File: src/rtl/mem_arb.sv
// Two-port line-fill arbiter: data cache has fixed priority over instruction cache onto one memory channel.
// Optional watchdog enabled by defining MEM_ARB_TIMEOUT_EN (sticky err, zeroed fill on expiry).
module mem_arb #(
  parameter int ADDR_W  = 32,
  parameter int LINE_W  = 128,
  parameter int TIMEOUT = 255
) (
  input  logic              clk,
  input  logic              reset_n,
  input  logic              ic_req,
  input  logic [ADDR_W-1:0] ic_addr,
  input  logic              dc_req,
  input  logic              dc_we,
  input  logic [ADDR_W-1:0] dc_addr,
  input  logic [LINE_W-1:0] dc_wdata,
  output logic              ic_stall,
  output logic              dc_stall,
  output logic              ic_fill_valid,
  output logic              dc_fill_valid,
  output logic [LINE_W-1:0] fill_data,
  output logic              mem_req,
  output logic              mem_we,
  output logic [ADDR_W-1:0] mem_addr,
  output logic [LINE_W-1:0] mem_wdata,
  input  logic              mem_ack,
  input  logic [LINE_W-1:0] mem_rdata,
  output logic              err
);

  typedef enum logic [2:0] {IDLE, SERVE_IC, SERVE_DC, DONE_IC, DONE_DC} state_e;

  state_e            state_q, state_d;
  logic [ADDR_W-1:0] addr_q, addr_d;
  logic              we_q, we_d;
  logic [LINE_W-1:0] wdata_q, wdata_d;
  logic [LINE_W-1:0] fill_q, fill_d;
  logic              serving;
  logic              timeout;

  if (TIMEOUT < 1) begin : g_bad_timeout
    $error("mem_arb: TIMEOUT must be at least 1");
  end

  assign serving = (state_q == SERVE_IC) || (state_q == SERVE_DC);

`ifdef MEM_ARB_TIMEOUT_EN
  localparam int WD_W = $clog2(TIMEOUT + 1);

  logic [WD_W-1:0] wdog_q, wdog_d;
  logic            err_q, err_d;

  // Fires on the TIMEOUT-th consecutive serve cycle without an ack.
  assign timeout = serving && !mem_ack && (wdog_q == WD_W'(TIMEOUT - 1));

  always_comb begin
    wdog_d = wdog_q;
    err_d  = err_q | timeout;
    if (state_q == IDLE) begin
      wdog_d = '0;
    end else if (serving && !mem_ack) begin
      wdog_d = wdog_q + 1'b1;
    end
  end

  always_ff @(posedge clk or negedge reset_n) begin
    if (!reset_n) begin
      wdog_q <= '0;
      err_q  <= 1'b0;
    end else begin
      wdog_q <= wdog_d;
      err_q  <= err_d;
    end
  end

  assign err = err_q;
`else
  assign timeout = 1'b0;
  assign err     = 1'b0;
`endif

  always_comb begin
    state_d = state_q;
    addr_d  = addr_q;
    we_d    = we_q;
    wdata_d = wdata_q;
    fill_d  = fill_q;
    case (state_q)
      IDLE: begin
        if (dc_req) begin
          state_d = SERVE_DC;
          addr_d  = dc_addr;
          we_d    = dc_we;
          wdata_d = dc_wdata;
        end else if (ic_req) begin
          state_d = SERVE_IC;
          addr_d  = ic_addr;
          we_d    = 1'b0;
        end
      end
      SERVE_IC, SERVE_DC: begin
        if (mem_ack || timeout) begin
          state_d = (state_q == SERVE_IC) ? DONE_IC : DONE_DC;
          // Write-backs return nothing, so the last fill line is kept.
          if (mem_ack) begin
            if (!we_q) fill_d = mem_rdata;
          end else begin
            fill_d = '0;
          end
        end
      end
      default: state_d = IDLE;
    endcase
  end

  always_ff @(posedge clk or negedge reset_n) begin
    if (!reset_n) begin
      state_q <= IDLE;
      addr_q  <= '0;
      we_q    <= 1'b0;
      wdata_q <= '0;
      fill_q  <= '0;
    end else begin
      state_q <= state_d;
      addr_q  <= addr_d;
      we_q    <= we_d;
      wdata_q <= wdata_d;
      fill_q  <= fill_d;
    end
  end

  assign mem_req       = serving;
  assign mem_we        = we_q;
  assign mem_addr      = addr_q;
  assign mem_wdata     = wdata_q;
  assign fill_data     = fill_q;
  assign ic_fill_valid = (state_q == DONE_IC);
  assign dc_fill_valid = (state_q == DONE_DC);

  // Stalls are combinational so a new request holds the pipeline in its first cycle.
  assign ic_stall = reset_n & ic_req & ~ic_fill_valid;
  assign dc_stall = reset_n & dc_req & ~dc_fill_valid;

endmodule
File: config.mk
export PLATFORM = sky130hd
export DESIGN_NAME = mem_arb
export DESIGN_NICKNAME = d
export VERILOG_FILES = /design/src/rtl/mem_arb.sv
export SDC_FILE = /design/constraint.sdc
export NUM_CORES = 1
export LEC_CHECK = 0
export CAP_MARGIN = 20
export CORE_AREA = 4 4 237 239
export CTS_BUF_LIST = sky130_fd_sc_hd__clkbuf_8
export CTS_CLUSTER_DIAMETER = 30
export DETAILED_ROUTE_END_ITERATION = 10
export DIE_AREA = 0 0 241 243
export HOLD_SLACK_MARGIN = 0.02
export PLACE_DENSITY = 0.5
export SLEW_MARGIN = 20
export SYNTH_ARGS = -nofsm -noshare
export SYNTH_HDL_FRONTEND = slang
export SYNTH_SLANG_ARGS = --single-unit
export TNS_END_PERCENT = 20
File: constraint.sdc
create_clock -name clk -period 1.8 [get_ports clk]
set_clock_uncertainty 0.15 [all_clocks]
set_input_delay 0.36 -clock clk [delete_from_list [all_inputs] [get_ports clk]]
set_output_delay 0.36 -clock clk [all_outputs]
set_load 0.01 [all_outputs]
==> impl_metrics.json <==
{
  "io_pins": 621,
  "mostFrequentLayoutCell": "clkdlybuf4s50_1",
  "finish.utilization": 0.376,
  "critPathMaxStageDelay_ns": 0.62,
  "synthMuxAreaShare": 0.318,
  "crit_path_start_kind": "flop",
  "synth_top_area_cell": "dfrtp_1",
  "finalSetupViolations": 294,
  "drtAntennaViolNets": 0,
  "syn_avg_cell_area_um2": 16.8,
  "yosys.cell_types.count": 22,
  "drive_above_1_share": 0.450,
  "cp.required_ns": 2.14,
  "intPower_uw": 24800,
  "synth_top_family_by_area": "multiplexers",
  "via_count": 8600,
  "clock_path_buffers": 3,
  "yosysWarnings": 0,
  "wl_um": 41600,
  "wire_per_inst_um": 19.2,
  "cts_tree": "yes",
  "critPathTopFamily": "simple AND/OR/NAND/NOR gates",
  "critPathMaxFanout": 35,
  "die_x_um": 241,
  "maxClockFrequency_mhz": 462,
  "switchingPower_uw": 11800,
  "reg2regPathDepth": 5,
  "final_nets": 1730,
  "tns_ns": -79.83,
  "final_cells": 2169,
  "clkPwrFrac": 0.270,
  "hp-class": "input pin to flop",
  "synth-xor-area-share": 0.000773,
  "drt_pre_antenna_iters": 4,
  "antenna_found_initial": 5,
  "track_usage": 0.131,
  "cp-startpoint": "state_q[0]$_DFFE_PN0P_",
  "core-area_um2": 53800,
  "leakage_uw": 0.00965,
  "hold_viol_final": 0,
  "synth_compound_area_frac": 0.00221,
  "slew_headroom": 0.390,
  "layout_setup_ws_ns": -0.365,
  "ys_ff_latch": 292,
  "drc": 0,
  "syn2layout_area_growth_pct": 78.4,
  "period_share": 1.20,
  "h-tree-depth": 3,
  "postSynthCellCount": 676,
  "status": "finished, violations left",
  "cts_num_sinks": 292,
  "crit_type": "flop to flop",
  "violations": "negative setup slack",
  "via_per_inst": 3.96,
  "gp_congestion": 0.761,
  "power_frac_comb": 0.411,
  "clk_pin_slew_ns": 0.05,
  "hold-path-cell-count": 3,
  "min_period_ns": 2.16,
  "dieHeight_um": 243,
  "grt_max_degree": 136,
  "slew_viol_final": 0,
  "synthesis.area_um2": 11300,
  "syn-num-nets": 1002,
  "cp.buffers_inverters": 2,
  "grt_first_pass_wirelength_um": 59200,
  "worstSkewPairLatency_ns": 0.60,
  "rsz0062_at_grt": "yes",
  "initial_core_util": 0.211,
  "max_cap_viol_count": 0,
  "ir_drop_mv": 0.770,
  "power_density_nw_per_um2": 1810,
  "overflow": 0,
  "crit-reg2reg-launch": "state_q[0]$_DFFE_PN0P_",
  "core.rowCount": 85,
  "portBuffers": 619,
  "post-route-cell-area_um2": 20200,
  "synth-simple-area-share": 0.00828,
  "swShare": 0.323,
  "arrival_ns": 2.50,
  "synth_top_area_frac": 0.645,
  "place_hpwl_um": 30200,
  "dp_cells": 1993,
  "grt_pass1_vias": 9698,
  "drt-initial-drc-count": 182,
  "fillCellCount": 5269,
  "seq_power_share": 0.319,
  "crit_chain": "buf_6 > xnor2_4 > or4b_4 > buf_12 > mux2_1",
  "yosysSeqAreaShare": 0.645,
  "place_area_um2": 18600,
  "dieArea_um2": 58600,
  "holdCritStartpoint": "dc_we",
  "timing.critical_path.slowest_stage_cell": "or4b_4",
  "cts_buffers": 87,
  "synth_adder_area_share": 0,
  "path_depth": 5,
  "end_kind": "flop",
  "root_buffer": "clkbuf_8",
  "final_cell_mix": "324 x clkdlybuf4s50_1, 290 x dfrtp_1, 208 x buf_2",
  "yosys-top-cells-area": "dfrtp_1 64%, mux2_2 20%, mux2_1 12%",
  "worst_slew_pin_slew_ns": 0.916
}
==> metrics by stage <==
stage	setup slack, ns	power, uW	hold slack [ns]
final	-0.365	36700	0.167
after floorplan	-0.176	18500	-0.0856
after global routing	-0.432	39000	0.106
after CTS	-0.394	36400	0.0779
after detailed placement	-0.603	28300	0.183
after global placement	-0.573	28100	0.181
==> power by group through the flow <==
stage	combinational, uW	clock, uW	sequential (uW)
after global routing	16200	10700	12200
final	15100	9890	11700
after global placement	16400	0	11700
after detailed placement	16500	0	11800
after floorplan	5180	0	13300
after CTS	14400	10300	11700
==> final cells by class <==
class | count | area [um2] | share of cell area
sequential | 292 | 7310 | 0.361
timing repair buffer | 677 | 6090 | 0.301
antenna | 3 | 7.51 | 0.000371
multi-input combinational | 343 | 4030 | 0.199
tap | 696 | 871 | 0.0431
clock buffer | 109 | 1500 | 0.0742
clock inverter | 46 | 407 | 0.0201
inverter | 3 | 11.3 | 0.000557
==> what timing repair did <==
| item | in CTS | in global routing |
|---|---|---|
| pin swaps | 4 | 2 |
| endpoints found under the hold margin | 292 | 0 |
| endpoints found under the setup margin | 582 | 375 |
| hold buffers | 1 | 0 |
| gates resized for setup | 886 | 154 |
| cloned | 0 | 6 |
| setup buffers | 6 | 5 |
==> flip-flops by register name, indices dropped and copies added, names as in the netlist <==
signal     flops
mem_wdata    128
mem_we         1
state_q        3
fill_data    128
mem_addr      32
==> worst paths after layout <==
| kind | to | slack (ns) |
|---|---|---|
| worst max-delay path | fill_data[54]$_DFFE_PN0P_ | -0.36 |
| worst min-delay path | mem_we$_DFFE_PN0P_ | 0.17 |
| worst max register to register | fill_data[54]$_DFFE_PN0P_ | -0.36 |
| worst min register to register | fill_data[102]$_DFFE_PN0P_ | 0.33 |
| max in group asynchronous | mem_wdata[42]$_DFFE_PN0P_ | 0.27 |
| min in group asynchronous | mem_addr[17]$_DFFE_PN0P_ | 0.29 |
==> logic make-up (layout without fill, tap and decap cells) <==
| kind of cell | after synthesis | count (layout) |
|---|---|---|
| DFF | 292 | 292 |
| buffers and inverters | 42 | 835 |
| other | 1 | 4 |
| muxes | 320 | 320 |
| AOI/OAI and AO/OA | 5 | 5 |
| xor gates and xnor gates | 1 | 1 |
| and+or+nand+nor | 15 | 16 |
==> cells in the mapped netlist, drive strengths merged <==
master / number
mux2: 320
dfrtp: 292
buf: 35
nor2: 5
clkbuf: 4
a21oi: 3
inv: 3
nand2: 3
o21ai: 2
and2: 1
conb: 1
nor3: 1
nor3b: 1
nor4: 1
nor4b: 1
nor4bb: 1
or4b: 1
xnor2: 1
==> routing by layer <==
metal / vias to the layer above / track usage / share of wire
met5: - / 0 / 0.00031
met4: 2 / 0.0473 / 0.022
met3: 69 / 0.0573 / 0.090
met2: 379 / 0.235 / 0.52
met1: 4262 / 0.136 / 0.36
li1: 3888 / - / -
==> worst reg2reg max path, delay by kind of cell, from the launching register on <==
kind | cells | cell delay [ns]
mux | 1 | 0.37
flops | 1 | 0.40
simple gates | 1 | 0.62
buf+inv | 2 | 0.38
xor+xnor | 1 | 0.13
(Power assumes the default switching activity.)
==> variant: new RTL, same flow settings <==
Set the parameter `LINE_W` to 64 (it was 128).
--- a/src/rtl/mem_arb.sv
+++ b/src/rtl/mem_arb.sv
@@ -2,7 +2,7 @@
 // Optional watchdog enabled by defining MEM_ARB_TIMEOUT_EN (sticky err, zeroed fill on expiry).
 module mem_arb #(
   parameter int ADDR_W  = 32,
-  parameter int LINE_W  = 128,
+  parameter int LINE_W  = 64,
   parameter int TIMEOUT = 255
 ) (
   input  logic              clk,
Ports: changed (resized dc_wdata, fill_data, mem_rdata and mem_wdata); port bits go from 621 to 365. The function was not compared with the original's and may differ.
==> variant against the unedited design <==
The run still ends with negative setup slack left; worst setup slack better by 0.017 ns; sequential cell count down 128; hold slack better by 0.11 ns; critical path type unchanged; highest routed layer is now met4; wire length down 45%; final area down 40%; area after synthesis down 39%; clock power down 69%; largest cell class unchanged; power down 47%.
==> variant: results (changes against the unedited design) <==
# setup viols final=165 (-44%); global routing met3 resource utilization=4.55% (-1.2 points); Non-Filler Instances=1512 (-30%); Fill cells=5699 (+8.2%); WHS=0.274 ns (+0.107 ns); register area share after synthesis=59.8% (-4.6 points); LEAKAGE=5.17 nW (-46%); VDD IR-drop max=0.725 mV (-5.8%); outcome=finished, violations left; Pint=0.0133 W (-46%); Clk. pwr=0.00309 W (-69%); worst slack at placement=-0.640 ns (-0.0377 ns); Setup Fix Bufs, Post-CTS=9 (+3); met3 wire length=2.67 mm (-29%); CP Max Fanout=23 (-34%); first-pass GRT wire length=33.8 mm (-43%); Setup crit end=fill_data[10]; metal1 wirelength=8.98 mm (-41%); Comb power=0.00989 W (-35%); Worst Slack Setup Final=-0.348 ns (+0.0166 ns); clk slew on worst S/H paths=0.08 ns (+0.03 ns); DP Cell Count=1471 (-26%); First-pass DRT Iterations=3 (-1); Post-Syn Area per Cell=16.9 sq um (+0.75%); Slew Limit Headroom=64.9% (+26 points); Post-Route WL=23.0 mm (-45%); clock share of power=15.8% (-11 points); M1 GR Usage=8.18% (-5.4 points); CP peak stage delay=0.60 ns (-0.02 ns); via count of the first global-routing pass=5464 (-44%); Detailed Place HPWL=17.3 mm (-42%); most area-consuming cells after synthesis=dfrtp_1 (60%), mux2_2 (22%), mux2_4 (13%); PortBufs=363 (-41%); largest net degree at the start of global routing=81 (-40%); Netlist cell types=23 (+4.5%); Fin Setup TNS=-34.26 ns (+45.57 ns); failing checks=negative setup slack; Worst EP arrival=2.41 ns (-0.09 ns); Vias=4863 (-43%); First DRT Iteration DRCs=80 (-56%); Total Nets Final=1002 (-42%); clock tree buffer depth=2 (-1); Num CTS Buffers=17 (-80%); Overall Global Routing Usage=7.81% (-5.3 points); layout cells sized above 1=42.2% (-2.8 points); met2 global-route usage=12.6% (-11 points); Cell Area, Placed=11500 sq um (-38%); metal2 WL=10.8 mm (-50%)
[variant: cell types whose count changed in the layout (fill, tap and decap cells not counted), sizes merged, moves of 5 or more]
| cell | change |
|---|---|
| clkinv | -16 |
| clkdlybuf4s15 | +141 |
| inv | -12 |
| mux2 | -128 |
| clkinvlp | -5 |
| dlymetal6s2s | -77 |
| buf | -202 |
| dfrtp | -128 |
| clkdlybuf4s50 | -128 |
| clkbuf | -97 |
[variant: area by class of cell]
class                           instances  area, sq um  share of cell area (%)
Clock inverter                         11          175                    1.44
Clock buffer                           19          262                    2.15
Tap cell                              696          871                    7.17
Antenna cell                            1         2.50                  0.0206
Sequential cell                       164         4100                    33.8
Multi-Input combinational cell        214         2690                    22.2
Inverter                                3         13.8                   0.113
Timing Repair Buffer                  404         4020                    33.1
[variant: cells by family after synthesis]
kind of cell,synth area share (%)
muxes,34.8
DFF,59.8
buffers and inverters,3.48
and+or+nand+nor,1.35
AOI/OAI and AO/OA,0.365
xor gates and xnor gates,0.128
other,0.0547
